<file path="config.mk">
export PLATFORM = sky130hd
export DESIGN_NAME = cdr_gear_ctrl
export DESIGN_NICKNAME = d
export VERILOG_FILES = /design/src/rtl/cdr_pkg.sv /design/src/rtl/cdr_win_acc.sv /design/src/rtl/cdr_gear_ctrl.sv
export SDC_FILE = /design/constraint.sdc
export NUM_CORES = 1
export LEC_CHECK = 0
export CAP_MARGIN = 25
export CORE_UTILIZATION = 53
export CTS_CLUSTER_SIZE = 20
export DETAILED_ROUTE_END_ITERATION = 10
export PLACE_DENSITY = 0.78
export SLEW_MARGIN = 20
export SYNTH_ARGS = -nofsm -noshare
export SYNTH_HDL_FRONTEND = slang
export SYNTH_SLANG_ARGS = --single-unit
</file>
<file path="constraint.sdc">
create_clock -name CLK -period 4.7 [get_ports CLK]
set_input_delay 1.41 -clock CLK [delete_from_list [all_inputs] [get_ports CLK]]
set_output_delay 1.41 -clock CLK [all_outputs]
set_load 0.05 [all_outputs]
</file>
<file path="src/rtl/cdr_pkg.sv">
// Shared encodings for the CDR loop-gain sequencer: FSM states, gain codes,
// phase-detector vote codes.
package cdr_pkg;

  typedef enum logic [1:0] {
    ST_IDLE   = 2'd0,
    ST_ACQ    = 2'd1,
    ST_SETTLE = 2'd2,
    ST_TRACK  = 2'd3
  } cdr_state_t;

  localparam logic [1:0] GAIN_X4 = 2'd2;
  localparam logic [1:0] GAIN_X2 = 2'd1;
  localparam logic [1:0] GAIN_X1 = 2'd0;

  localparam logic [1:0] PHE_NONE = 2'b00;
  localparam logic [1:0] PHE_UP   = 2'b01;
  localparam logic [1:0] PHE_DN   = 2'b10;
  localparam logic [1:0] PHE_BOTH = 2'b11;

  function automatic logic [1:0] gain_for(input cdr_state_t s);
    case (s)
      ST_SETTLE: return GAIN_X2;
      ST_TRACK:  return GAIN_X1;
      default:   return GAIN_X4;
    endcase
  endfunction

endpackage

</file>
<file path="src/rtl/cdr_win_acc.sv">
// Fixed-length observation window: counts cycles, accumulates signed
// phase-detector votes and flags good/bad windows on the last cycle.
module cdr_win_acc
  import cdr_pkg::*;
#(
  parameter int WIN_LEN    = 32,
  parameter int LOCK_THR   = 4,
  parameter int UNLOCK_THR = 16
) (
  input  logic       CLK,
  input  logic       RST_n,
  input  logic       run,
  input  logic       restart,
  input  logic [1:0] phe,
  output logic       win_end,
  output logic       good,
  output logic       bad
);

  localparam int CW = $clog2(WIN_LEN);
  localparam int NW = CW + 2;
  localparam logic [CW-1:0] LAST = CW'(WIN_LEN - 1);

  logic        [CW-1:0] win_cnt;
  logic signed [NW-1:0] net;
  logic signed [NW-1:0] vote;
  logic signed [NW-1:0] net_final;
  logic        [NW-1:0] net_abs;

  always_comb begin
    vote = '0;
    case (phe)
      PHE_UP:  vote = NW'(1);
      PHE_DN:  vote = '1;
      default: vote = '0;
    endcase
  end

  // The final cycle's vote is part of the window being judged.
  assign net_final = net + vote;
  assign net_abs   = net_final[NW-1] ? $unsigned(-net_final) : $unsigned(net_final);
  assign win_end   = run && (win_cnt == LAST);
  assign good      = win_end && (net_abs <= NW'(LOCK_THR));
  assign bad       = win_end && (net_abs >  NW'(UNLOCK_THR));

  always_ff @(posedge CLK or negedge RST_n) begin
    if (!RST_n) begin
      win_cnt <= '0;
      net     <= '0;
    end else if (restart || !run || win_end) begin
      win_cnt <= '0;
      net     <= '0;
    end else begin
      win_cnt <= win_cnt + CW'(1);
      net     <= net_final;
    end
  end

endmodule

</file>
<file path="src/rtl/cdr_gear_ctrl.sv">
// CDR loop-gain sequencer: steps gain ACQ -> SETTLE -> TRACK from window
// quality strobes. Optional lol_cnt output enabled by CDR_LOL_CNT_EN.
//
// state  | meaning
// IDLE   | loop disabled, gain x4, unlocked
// ACQ    | acquisition, gain x4, minimum window count enforced
// SETTLE | gain x2, waiting for LOCK_WINS consecutive good windows
// TRACK  | gain x1, locked; a bad window drops back to ACQ
module cdr_gear_ctrl
  import cdr_pkg::*;
#(
  parameter int WIN_LEN      = 32,
  parameter int ACQ_MIN_WINS = 4,
  parameter int LOCK_THR     = 4,
  parameter int LOCK_WINS    = 8,
  parameter int UNLOCK_THR   = 16
) (
  input  logic       CLK,
  input  logic       RST_n,
  input  logic       cdr_en,
  input  logic [1:0] phe,
  output logic [1:0] gain_sel,
  output logic       fi_clr,
  output logic       locked,
  output logic       lol_pulse,
  output logic [1:0] state
`ifdef CDR_LOL_CNT_EN
  ,
  output logic [7:0] lol_cnt
`endif
);

  localparam int AW = $clog2(ACQ_MIN_WINS + 1);
  localparam int GW = $clog2(LOCK_WINS + 1);
  localparam logic [AW-1:0] ACQ_SAT   = AW'(ACQ_MIN_WINS);
  localparam logic [AW-1:0] ACQ_LAST  = AW'(ACQ_MIN_WINS - 1);
  localparam logic [GW-1:0] GOOD_LAST = GW'(LOCK_WINS - 1);

  cdr_state_t    state_q, state_d;
  logic [AW-1:0] acq_wins_q, acq_wins_d;
  logic [GW-1:0] good_cnt_q, good_cnt_d;
  logic          fi_clr_d, lol_d, restart;
  logic          win_end, good, bad;

  cdr_win_acc #(
    .WIN_LEN   (WIN_LEN),
    .LOCK_THR  (LOCK_THR),
    .UNLOCK_THR(UNLOCK_THR)
  ) u_win_acc (
    .CLK    (CLK),
    .RST_n  (RST_n),
    .run    (state_q != ST_IDLE),
    .restart(restart),
    .phe    (phe),
    .win_end(win_end),
    .good   (good),
    .bad    (bad)
  );

  always_comb begin
    state_d    = state_q;
    acq_wins_d = acq_wins_q;
    good_cnt_d = good_cnt_q;
    fi_clr_d   = 1'b0;
    lol_d      = 1'b0;
    // Disable wins over any coincident window decision, strobes included.
    if (!cdr_en) begin
      state_d = ST_IDLE;
    end else begin
      case (state_q)
        ST_IDLE: begin
          state_d  = ST_ACQ;
          fi_clr_d = 1'b1;
        end
        ST_ACQ: if (win_end) begin
          if (acq_wins_q < ACQ_SAT) acq_wins_d = acq_wins_q + AW'(1);
          if (acq_wins_q >= ACQ_LAST && good) state_d = ST_SETTLE;
        end
        ST_SETTLE: if (win_end) begin
          if (bad) begin
            state_d  = ST_ACQ;
            fi_clr_d = 1'b1;
          end else if (good) begin
            good_cnt_d = good_cnt_q + GW'(1);
            if (good_cnt_q >= GOOD_LAST) state_d = ST_TRACK;
          end else begin
            good_cnt_d = '0;
          end
        end
        ST_TRACK: if (win_end && bad) begin
          state_d  = ST_ACQ;
          fi_clr_d = 1'b1;
          lol_d    = 1'b1;
        end
        default: state_d = ST_IDLE;
      endcase
    end
    restart = (state_d != state_q) || (state_d == ST_IDLE);
    if (restart) begin
      acq_wins_d = '0;
      good_cnt_d = '0;
    end
  end

  always_ff @(posedge CLK or negedge RST_n) begin
    if (!RST_n) begin
      state_q    <= ST_IDLE;
      acq_wins_q <= '0;
      good_cnt_q <= '0;
      gain_sel   <= GAIN_X4;
      fi_clr     <= 1'b0;
      locked     <= 1'b0;
      lol_pulse  <= 1'b0;
    end else begin
      state_q    <= state_d;
      acq_wins_q <= acq_wins_d;
      good_cnt_q <= good_cnt_d;
      gain_sel   <= gain_for(state_d);
      fi_clr     <= fi_clr_d;
      locked     <= (state_d == ST_TRACK);
      lol_pulse  <= lol_d;
    end
  end

  assign state = state_q;

`ifdef CDR_LOL_CNT_EN
  always_ff @(posedge CLK or negedge RST_n) begin
    if (!RST_n)
      lol_cnt <= '0;
    else if (lol_d && lol_cnt != 8'hFF)
      lol_cnt <= lol_cnt + 8'd1;
  end
`endif

endmodule
</file>
== After elaboration in Yosys (flattened, before gate mapping) ==
Index checks and enable logic that the tools add are counted.

* Equality and inequality tests: 10
* Magnitude comparators: 5
* Reductions and logical operators: 19
* Add/subtract/negate cells: 5
* Multiplexer cells: 32

{| class="wikitable"
|+ Operator list
! cell !! number
|-
| $mux 4 || 6
|-
| $mux 2 || 8
|-
| $mux 3 || 5
|-
| $mux 7 || 2
|-
| $pmux 7 s2 || 1
|-
| $reduce_bool 2->1 || 6
|-
| $eq 2x2->1 const B || 5
|-
| $pmux 2 s4 || 1
|-
| $reduce_and 4->1 || 2
|-
| $add 7x7->7 || 1
|-
| $gt 7x5->1 const B || 1
|-
| $le 7x3->1 const B || 1
|-
| $neg 7->7 || 1
|-
| $mux 1 || 6
|-
| $add 5x1->5 const B || 1
|-
| $eq 5x5->1 const B || 1
|-
| $logic_and 1x1->1 || 5
|-
| $mux 5 || 1
|-
| $add 4x1->4 const B || 1
|-
| $eq 2x1->1 const B || 2
|-
| $ge 4x3->1 const B || 1
|-
| $logic_not 2->1 || 2
|-
| $pmux 2 s2 || 1
|-
| $add 3x1->3 const B || 1
|-
| 7 further kinds || 9
|}

* Output and inout bits: 7
* Input bits: 5
* Register bits: 26
* Word-level logic and storage cells: 80

== Longest topological paths before layout ==
Gate-level depths: netlist of the first run.

* Depth in word-level cells: 17
* Depth in mapped cells: 15
* Mapped depth without buffers: 14

== Modules after synthesis ==
A second synthesis of the first run with hierarchy kept.

* Cells, all modules: 192
* Area total of the unflattened synthesis: 1861.8 um2

{| class="wikitable"
|+ By module, submodules not included
! module !! seq. area each (um2) !! cells each !! area each (um2) !! instances
|-
| cdr_win_acc || 300.3 || 122 || 1108.6 || 1
|-
| cdr_gear_ctrl || 351.6 || 70 || 753.2 || 1
|}

== Worst setup path before layout of the first run ==
Ideal clock, no wire load.

* Kind: input port to flip-flop
* Start: in phe[0]
* End: reg good_cnt_q[1]
* Path slack: 0.172 ns
* Library setup time: 0.139 ns
* Stages on the path: 14
* Buffers on the path: 1
* Arrival: 4.389 ns
* Cells stage by stage: inv_1 ha_1 buf_6 xor2_1 ha_1 nand4bb_1 nand4_2 a311o_2 xnor2_4 a221o_1 and2_1 or4b_4 a41oi_4 a22oi_1

* Word-level cells in the longest chain between the ends: 16

{| class="wikitable"
|+ RTL lines
! item !! line !! text
|-
| from (decl) || cdr_gear_ctrl.sv:21 || <nowiki>input logic [1:0] phe,</nowiki>
|-
| $eq 2x2->1 or $eq 2x1->1 (tied branches) || cdr_win_acc.sv:32 || <nowiki>case (phe)</nowiki>
|-
| $pmux 7 s2 (*) || cdr_win_acc.sv:32 ||
|-
| $add 7x7->7 (*) || cdr_win_acc.sv:40 || <nowiki>assign net_final = net + vote;</nowiki>
|-
| $neg 7->7 || cdr_win_acc.sv:41 || <nowiki>assign net_abs = net_final[NW-1] ? $unsigned(-net_final) : $unsigned(net_final);</nowiki>
|-
| $mux 7 (*) || cdr_win_acc.sv:41 ||
|-
| $le 7x3->1 || cdr_win_acc.sv:43 || <nowiki>assign good = win_end && (net_abs <= NW'(LOCK_THR));</nowiki>
|-
| $logic_and 1x1->1 || cdr_win_acc.sv:43 ||
|-
| $mux 2 or $logic_and 1x1->1 (tied branches) || cdr_gear_ctrl.sv:83, cdr_gear_ctrl.sv:77 ||
|-
| $mux 2 (on tied branches) || cdr_gear_ctrl.sv:80, cdr_gear_ctrl.sv:77 ||
|-
| $mux 2 (on tied branches) || cdr_gear_ctrl.sv:79, cdr_gear_ctrl.sv:75 ||
|-
| $pmux 2 s4 || cdr_gear_ctrl.sv:70 || <nowiki>case (state_q)</nowiki>
|-
| $mux 2 || cdr_gear_ctrl.sv:67 || <nowiki>if (!cdr_en) begin</nowiki>
|-
| $ne 2x2->1 or $logic_not 2->1 (tied branches) || cdr_gear_ctrl.sv:98 || <nowiki>restart = (state_d != state_q) || (state_d == ST_IDLE);</nowiki>
|-
| $logic_or 1x1->1 || cdr_gear_ctrl.sv:98 ||
|-
| $ne 2x1->1 (no line) or $reduce_bool 2->1 (tied branches) || -- ||
|-
| $reduce_and 4->1 (no line) || -- ||
|-
| to (signal assigned) || cdr_gear_ctrl.sv:117 || <nowiki>good_cnt_q <= good_cnt_d;</nowiki>
|-
| to (decl) || cdr_gear_ctrl.sv:41 || <nowiki>logic [GW-1:0] good_cnt_q, good_cnt_d;</nowiki>
|}

Every way passes the cells marked *; elsewhere a longest branch is shown, timed or not. The select of a mux whose other input is x is not followed.
A chain may end at the register's enable or synchronous reset.

== Final worst setup path of the first run ==
* Start: in phe[1]
* End: reg acq_wins_q[0]

* Word-level cells in the longest chain between the ends: 16

{| class="wikitable"
|+ RTL lines
! item !! line !! text
|-
| $eq 2x2->1 or $eq 2x1->1 (tied branches) || cdr_win_acc.sv:32 ||
|-
| $pmux 7 s2 (*) || cdr_win_acc.sv:32 ||
|-
| $add 7x7->7 (*) || cdr_win_acc.sv:40 ||
|-
| $neg 7->7 || cdr_win_acc.sv:41 ||
|-
| $mux 7 (*) || cdr_win_acc.sv:41 ||
|-
| $le 7x3->1 || cdr_win_acc.sv:43 ||
|-
| $logic_and 1x1->1 || cdr_win_acc.sv:43 ||
|-
| $mux 2 or $logic_and 1x1->1 (tied branches) || cdr_gear_ctrl.sv:83, cdr_gear_ctrl.sv:77 ||
|-
| $mux 2 (on tied branches) || cdr_gear_ctrl.sv:80, cdr_gear_ctrl.sv:77 ||
|-
| $mux 2 (on tied branches) || cdr_gear_ctrl.sv:79, cdr_gear_ctrl.sv:75 ||
|-
| $pmux 2 s4 (*) || cdr_gear_ctrl.sv:70 ||
|-
| $mux 2 (*) || cdr_gear_ctrl.sv:67 ||
|-
| $ne 2x2->1 or $logic_not 2->1 (tied branches) || cdr_gear_ctrl.sv:98 ||
|-
| $logic_or 1x1->1 (*) || cdr_gear_ctrl.sv:98 ||
|-
| $reduce_bool 2->1 (no line) || -- ||
|-
| $reduce_and 4->1 (no line) || -- ||
|-
| to (signal assigned) || cdr_gear_ctrl.sv:116 || <nowiki>acq_wins_q <= acq_wins_d;</nowiki>
|-
| to (decl) || cdr_gear_ctrl.sv:40 || <nowiki>logic [AW-1:0] acq_wins_q, acq_wins_d;</nowiki>
|}

Every way passes the cells marked *; elsewhere a longest branch is shown, timed or not.

==> results of run 1 <==
[sequential cells by signal (all words and copies together), names as in the netlist]
signal / flops
acq_wins_q: 3
fi_clr: 1
gain_sel: 2
good_cnt_q: 4
locked: 1
lol_pulse: 1
state: 2
u_win_acc.net: 7
u_win_acc.win_cnt: 5
[placed cells by master (no fill, tap or decap), types with 3 or more instances in the layout]
master           count
clkbuf_4             3
buf_4               26
o21ai_0              7
and3_1               4
clkdlybuf4s50_1      9
xor2_1               5
inv_1                9
ha_4                 3
nand2_1              9
nand3_1              4
and2_1               3
nor2_1              19
dfrtp_1             25
nand4b_1             3
ha_1                 8
mux2i_1              4
nor3b_1              3
nor3_1               7
or2_2                3
a21oi_1              7
xnor2_1              4
[kinds of logic after synthesis]
group | after synthesis | share of synthesized area
simple gates | 77 | 0.257
compound gates | 39 | 0.165
flops | 26 | 0.355
buf+inv | 16 | 0.0511
xor+xnor | 12 | 0.0756
fa+ha+maj | 11 | 0.0749
mux | 4 | 0.0218
[per-layer routing]
metal | track usage | vias up | part of all wire
met3 | 0.0149 | 11 | 0.035
met5 | 0 | - | 0
met1 | 0.359 | 791 | 0.43
met2 | 0.493 | 60 | 0.51
met4 | 0.114 | 0 | 0.025
li1 | - | 746 | -
[cell type report]
class	instances	area share
well taps	46	0.0250
repair buffers	38	0.141
clock inverters	1	0.0130
multi-input cells	143	0.512
flip-flops and latches	26	0.283
inverters	10	0.0163
clock buffers	3	0.00977
[final timing paths]
path                                                 from                        endpoint  slack (ns)  depth (start not counted)
hold reg to reg            u_win_acc.win_cnt[0]$_DFF_PN0_  u_win_acc.win_cnt[0]$_DFF_PN0_        0.48                          1
hold / removal             u_win_acc.win_cnt[0]$_DFF_PN0_  u_win_acc.win_cnt[0]$_DFF_PN0_        0.48                          1
setup / recovery                                   phe[1]       acq_wins_q[0]$_DFFE_PN0P_        0.29                         14
min in group asynchronous                           RST_n       good_cnt_q[0]$_DFFE_PN0P_        1.37                          1
setup reg to reg               u_win_acc.net[1]$_DFF_PN0_       acq_wins_q[0]$_DFFE_PN0P_        1.27                         11
max in group asynchronous                           RST_n           gain_sel[1]$_DFF_PN1_        2.79                          2
[power by group]
part	internal (W)	switching, W	leakage [nW]
clock network	0.0000864	0.0000686	0.0279
registers	0.000228	0.00000721	0.353
logic	0.0000792	0.0000908	0.664
[worst max-delay path: cells and delay by family]
kind / cells / cell delay (ns)
buffers and inverters: 2 / 0.23
and+or+nand+nor: 4 / 0.95
xor gates and xnor gates: 1 / 0.18
AOI/OAI and AO/OA: 4 / 1.24
adders and majority gates: 3 / 0.60
[per-stage QoR]
stage / setup TNS (ns) / utilization / area, um2
3_3_place_gp: -2.46 / 0.638 / 2130
2_1_floorplan: 0 / - / 1840
6_report: 0 / 0.691 / 2300
3_5_place_dp: -3.85 / 0.643 / 2140
4_1_cts: 0 / 0.660 / 2200
5_1_grt: 0 / 0.691 / 2300
[repair_timing]
action                                  4_1_cts  5_1_grt
gates resized for setup                       1       16
hold endpoints to repair                      0        0
pin swaps                                     2        7
endpoints found under the setup margin        6       12
buffers inserted                              0        2
hold buffers                                  0        0
==> flow_summary.yaml, run 1 <==
placement:
  pre_cts_slack_ns: -0.379
  gp_congestion: 0.911
  post-dp-hpwl_mm: 3.13
  io_buffers: 11
  dpl.cell_count: 261
logic_synthesis:
  synthesis.nets: 201
  syn_area_um2: 1840
  yosysMostFrequentCell: "dfrtp_1"
  synthCells: 185
  ys_types: 58
  yosys.area.top_type: "dfrtp_1"
  async_flop_share: 1.00
  yosys-top-cells-count: "dfrtp_1, nor2_1, ha_1, inv_1"
  yosysSeqAreaShare: 0.355
  netlist.area_leader.share: 0.340
  ys_warn_count: 0
  ys_ff_latch: 26
  synth_area_leaders: "dfrtp_1, ha_1, nor2_1"
  synth.avg_cell_area_um2: 9.94
  synth_top_flop_cell: "dfrtp_1"
  synth_edf_count: 0
layout:
  diodes: 0
  register_area_um2: 652
  synthToLayoutAreaGrowth_pct: 25.4
  fin_cells: 267
  multi_input_comb_area_um2: 1180
  drive_above_1_share: 0.281
  fillers: 241
  nNetsFinal: 238
sta:
  finalSetupViolations: 0
  fin_crit_sh: 0.938
  drv_slew: 0
  worst_slew_pin_slew_ns: 0.516
  setup_slack_ns: 0.292
  hold_ws_ns: 0.482
  hold_viol: 0
  fmax_mhz: 227
  max_slew_margin: 0.655
  fin_crit_ns: 4.41
  fin_worst_skew_ns: 0.00487
  rsz0062_at_grt: "no"
clocking:
  clkTransAtPathRegs_ns: 0.14
  cts_buffer_depth: 2
  cts_buffers: 3
  clk_latency_ns: 0.33
  cts_tree: "yes"
  root_buffer: "clkbuf_4"
  clkSinkCount: 26
  cts_max_level: 1
route:
  wl_per_cell_um: 17.4
  num_vias: 1608
  drt_pass1_iterations: 4
  drtIter0Drc: 161
  post-route-drc-count: 0
  totalWireLength_mm: 4.65
  viasPerCell: 6.02
  ant_nets: 0
worst_setup_path:
  endpoint_kind: "flop"
  worstSetupPathType: "in2reg"
  cpMostUsedCell: "ha_4"
  cpMaxStageDelayCell: "or4b_4"
  crit_fanout: 7
  cp_cell_sequence: "dlymetal6s2s_1 -> ha_4 -> inv_1 -> ha_4 -> ha_4 -> nand4b_1 -> nand4_2 -> a311o_2 -> xnor2_4 -> a221o_1 -> and2_4 -> or4b_4 -> a41oi_4 -> a21oi_1"
  cp-start-kind: "input port"
  cp_data_required_time_ns: 4.91
  cp_data_arrival_time_ns: 4.62
  max_stage_delay_ns: 0.53
floorplanning:
  die_w_um: 60.9
  die_y_um: 60.9
  start_util: 0.551
  pin_count: 12
  rows: 21
  fp.coreArea_um2: 3340
  die_area_um2: 3710
power:
  total_power_w: 0.000561
  p_leak_nw: 1.04
  irDropWorstVdd_v: 0.000193
  power_density_nw_per_um2: 243
grt:
  grt_max_degree: 19
  grt.total_usage: 0.279
  grt_pass1_wl_mm: 7.46
  grt_pass1_vias: 1554
  grt-ovfl-total: 0
  grt_antenna_before_repair: 0
run_status:
  outcome: "finished clean"
worst_hold_path:
  worstHoldPathType: "reg2reg"
job:
  drv_cap: 0
Note: power is estimated with default switching activity, not from simulation.
==> inputs of run 2 (changes only) <==
--- a/config.mk
+++ b/config.mk
@@ -9,6 +9,7 @@
 export CORE_UTILIZATION = 53
 export CTS_CLUSTER_SIZE = 20
 export DETAILED_ROUTE_END_ITERATION = 10
+export GPL_TIMING_DRIVEN = 0
 export PLACE_DENSITY = 0.78
 export SLEW_MARGIN = 20
 export SYNTH_ARGS = -nofsm -noshare
==> run 2 against run 1 <==
Net effect: flip-flop and latch count did not move; utilization down 3.3 points; critical path depth did not move; die area is the same; largest power group unchanged; clock skew grew 0.0061 ns; critical path type unchanged.
==> flow_summary.yaml, run 2 (same netlist as run 1, synthesis figures left out) <==
floorplanning:
  die_area_um2: 3710
  pin_count: 12
  rows: 21
  fp.coreArea_um2: 3340
  die_w_um: 60.9
  start_util: 0.551
  die_y_um: 60.9
clocking:
  cts_tree: "yes"
  cts_hold_buffers: 0
  cts_max_level: 1
  clkSinkCount: 26
  clk_latency_ns: 0.32
  clkTransAtPathRegs_ns: 0.13
  cts_buffer_depth: 2
  cts_buffers: 3
  root_buffer: "clkbuf_4"
route:
  drtIter0Drc: 107
  num_vias: 1496
  ant_nets: 0
  viasPerCell: 5.84
  totalWireLength_mm: 3.86
  post-route-drc-count: 0
  drt_pass1_iterations: 4
  wl_per_cell_um: 15.1
worst_setup_path:
  cp-start-kind: "input port"
  endpoint_kind: "flop"
  cp_data_arrival_time_ns: 4.70
  worstSetupPathType: "in2reg"
  crit_fanout: 10
  cp_data_required_time_ns: 4.90
sta:
  fmax_mhz: 222
  worst_slew_pin_slew_ns: 0.547
  setup_slack_ns: 0.199
  fin_crit_sh: 0.958
  hold_viol: 0
  drv_slew: 0
  tns_ns: 0
  fin_crit_ns: 4.50
  finalSetupViolations: 0
  max_slew_margin: 0.634
  rsz0062_at_grt: "no"
  fin_worst_skew_ns: 0.0110
grt:
  grt-ovfl-total: 0
  grt_antenna_before_repair: 0
  grt_pass1_vias: 1417
  grt_max_degree: 17
  grt_pass1_wl_mm: 6.35
  grt.total_usage: 0.229
layout:
  drive_above_1_share: 0.214
  diodes: 0
  layout_commonest_cell: "dfrtp_1"
  regMostFlops: "u_win_acc.net"
  top_regs: "u_win_acc.net x7, u_win_acc.win_cnt x5, good_cnt_q x4"
  layout_common_cells: "dfrtp_1, nor2_1, buf_4"
  nNetsFinal: 227
  final_util: 0.657
  largest_reg_flops: 7
  synthToLayoutAreaGrowth_pct: 19.3
power:
  irDropWorstVdd_v: 0.000177
  total_power_w: 0.000475
  p_leak_nw: 0.990
  power_density_nw_per_um2: 217
placement:
  io_buffers: 11
  gp_congestion: 0.905
  post-dp-hpwl_mm: 2.86
  pre_cts_slack_ns: -0.617
worst_hold_path:
  worstHoldPathType: "reg2reg"
run_status:
  outcome: "finished clean"
job:
  drv_cap: 0
## run 2: metal layers
| metal | vias up | global-route usage | wire length [um] |
|---|---|---|---|
| met5 | - | 0 | 0 |
| met4 | 0 | 0.0747 | 44 |
| met3 | 5 | 0.0362 | 146 |
| met2 | 29 | 0.380 | 1910 |
| met1 | 734 | 0.306 | 1760 |
| li1 | 728 | - | - |
## run 2: what timing repair did
action                                 4_1_cts  5_1_grt
resized for setup                            3       12
setup endpoints to repair                   10       10
endpoints found under the hold margin        0        0
pin swaps                                    4        6
buffers inserted                             0        9
## run 2: stage by stage
| stage | area (um2) | instances | hold WS (ns) |
|---|---|---|---|
| 3_3_place_gp | 2010 | 242 | 0.443 |
| 5_1_grt | 2190 | 256 | 0.500 |
| 3_5_place_dp | 2020 | 243 | 0.464 |
| 2_1_floorplan | 1840 | 185 | 0.433 |
| 4_1_cts | 2050 | 247 | 0.481 |
| 6_report | 2190 | 256 | 0.480 |
## run 2: path summary, 6_finish.rpt
path	start	endpoint	slack, ns	cells past startpoint
worst max register to register	u_win_acc.net[1]$_DFF_PN0_	good_cnt_q[1]$_DFFE_PN0P_	1.27	12
min in group asynchronous	RST_n	good_cnt_q[0]$_DFFE_PN0P_	1.42	1
worst min register to register	u_win_acc.win_cnt[0]$_DFF_PN0_	u_win_acc.win_cnt[0]$_DFF_PN0_	0.48	1
worst min-delay path	u_win_acc.win_cnt[0]$_DFF_PN0_	u_win_acc.win_cnt[0]$_DFF_PN0_	0.48	1
max in group asynchronous	RST_n	gain_sel[1]$_DFF_PN1_	2.69	2
worst max-delay path	phe[1]	good_cnt_q[1]$_DFFE_PN0P_	0.20	14
## run 2: final cells by class
class	count	area, um2
Buffer	6	60.1
Clock buffer	4	26.3
Fill cell	267	1140
Inverter	10	37.5
Multi-Input combinational cell	143	1160
Sequential cell	26	652
Tap cell	46	57.6
Timing Repair Buffer	21	198
## run 2: critical path, cell delays in order
cell,delay [ns]
dlymetal6s2s_1,0.16
ha_4,0.18
buf_8,0.14
xor2_2,0.19
ha_4,0.18
nand4b_1,0.11
nand4_2,0.14
a311o_2,0.46
xnor2_4,0.18
a221o_1,0.30
and2_4,0.17
or4b_4,0.55
a41oi_4,0.38
a22oi_1,0.15
## run 2: power breakdown
group / total [W] / switching [W] / internal (W)
registers: 0.000233 / 0.00000435 / 0.000228
clock network: 0.0000953 / 0.0000621 / 0.0000332
logic: 0.000147 / 0.0000826 / 0.0000647
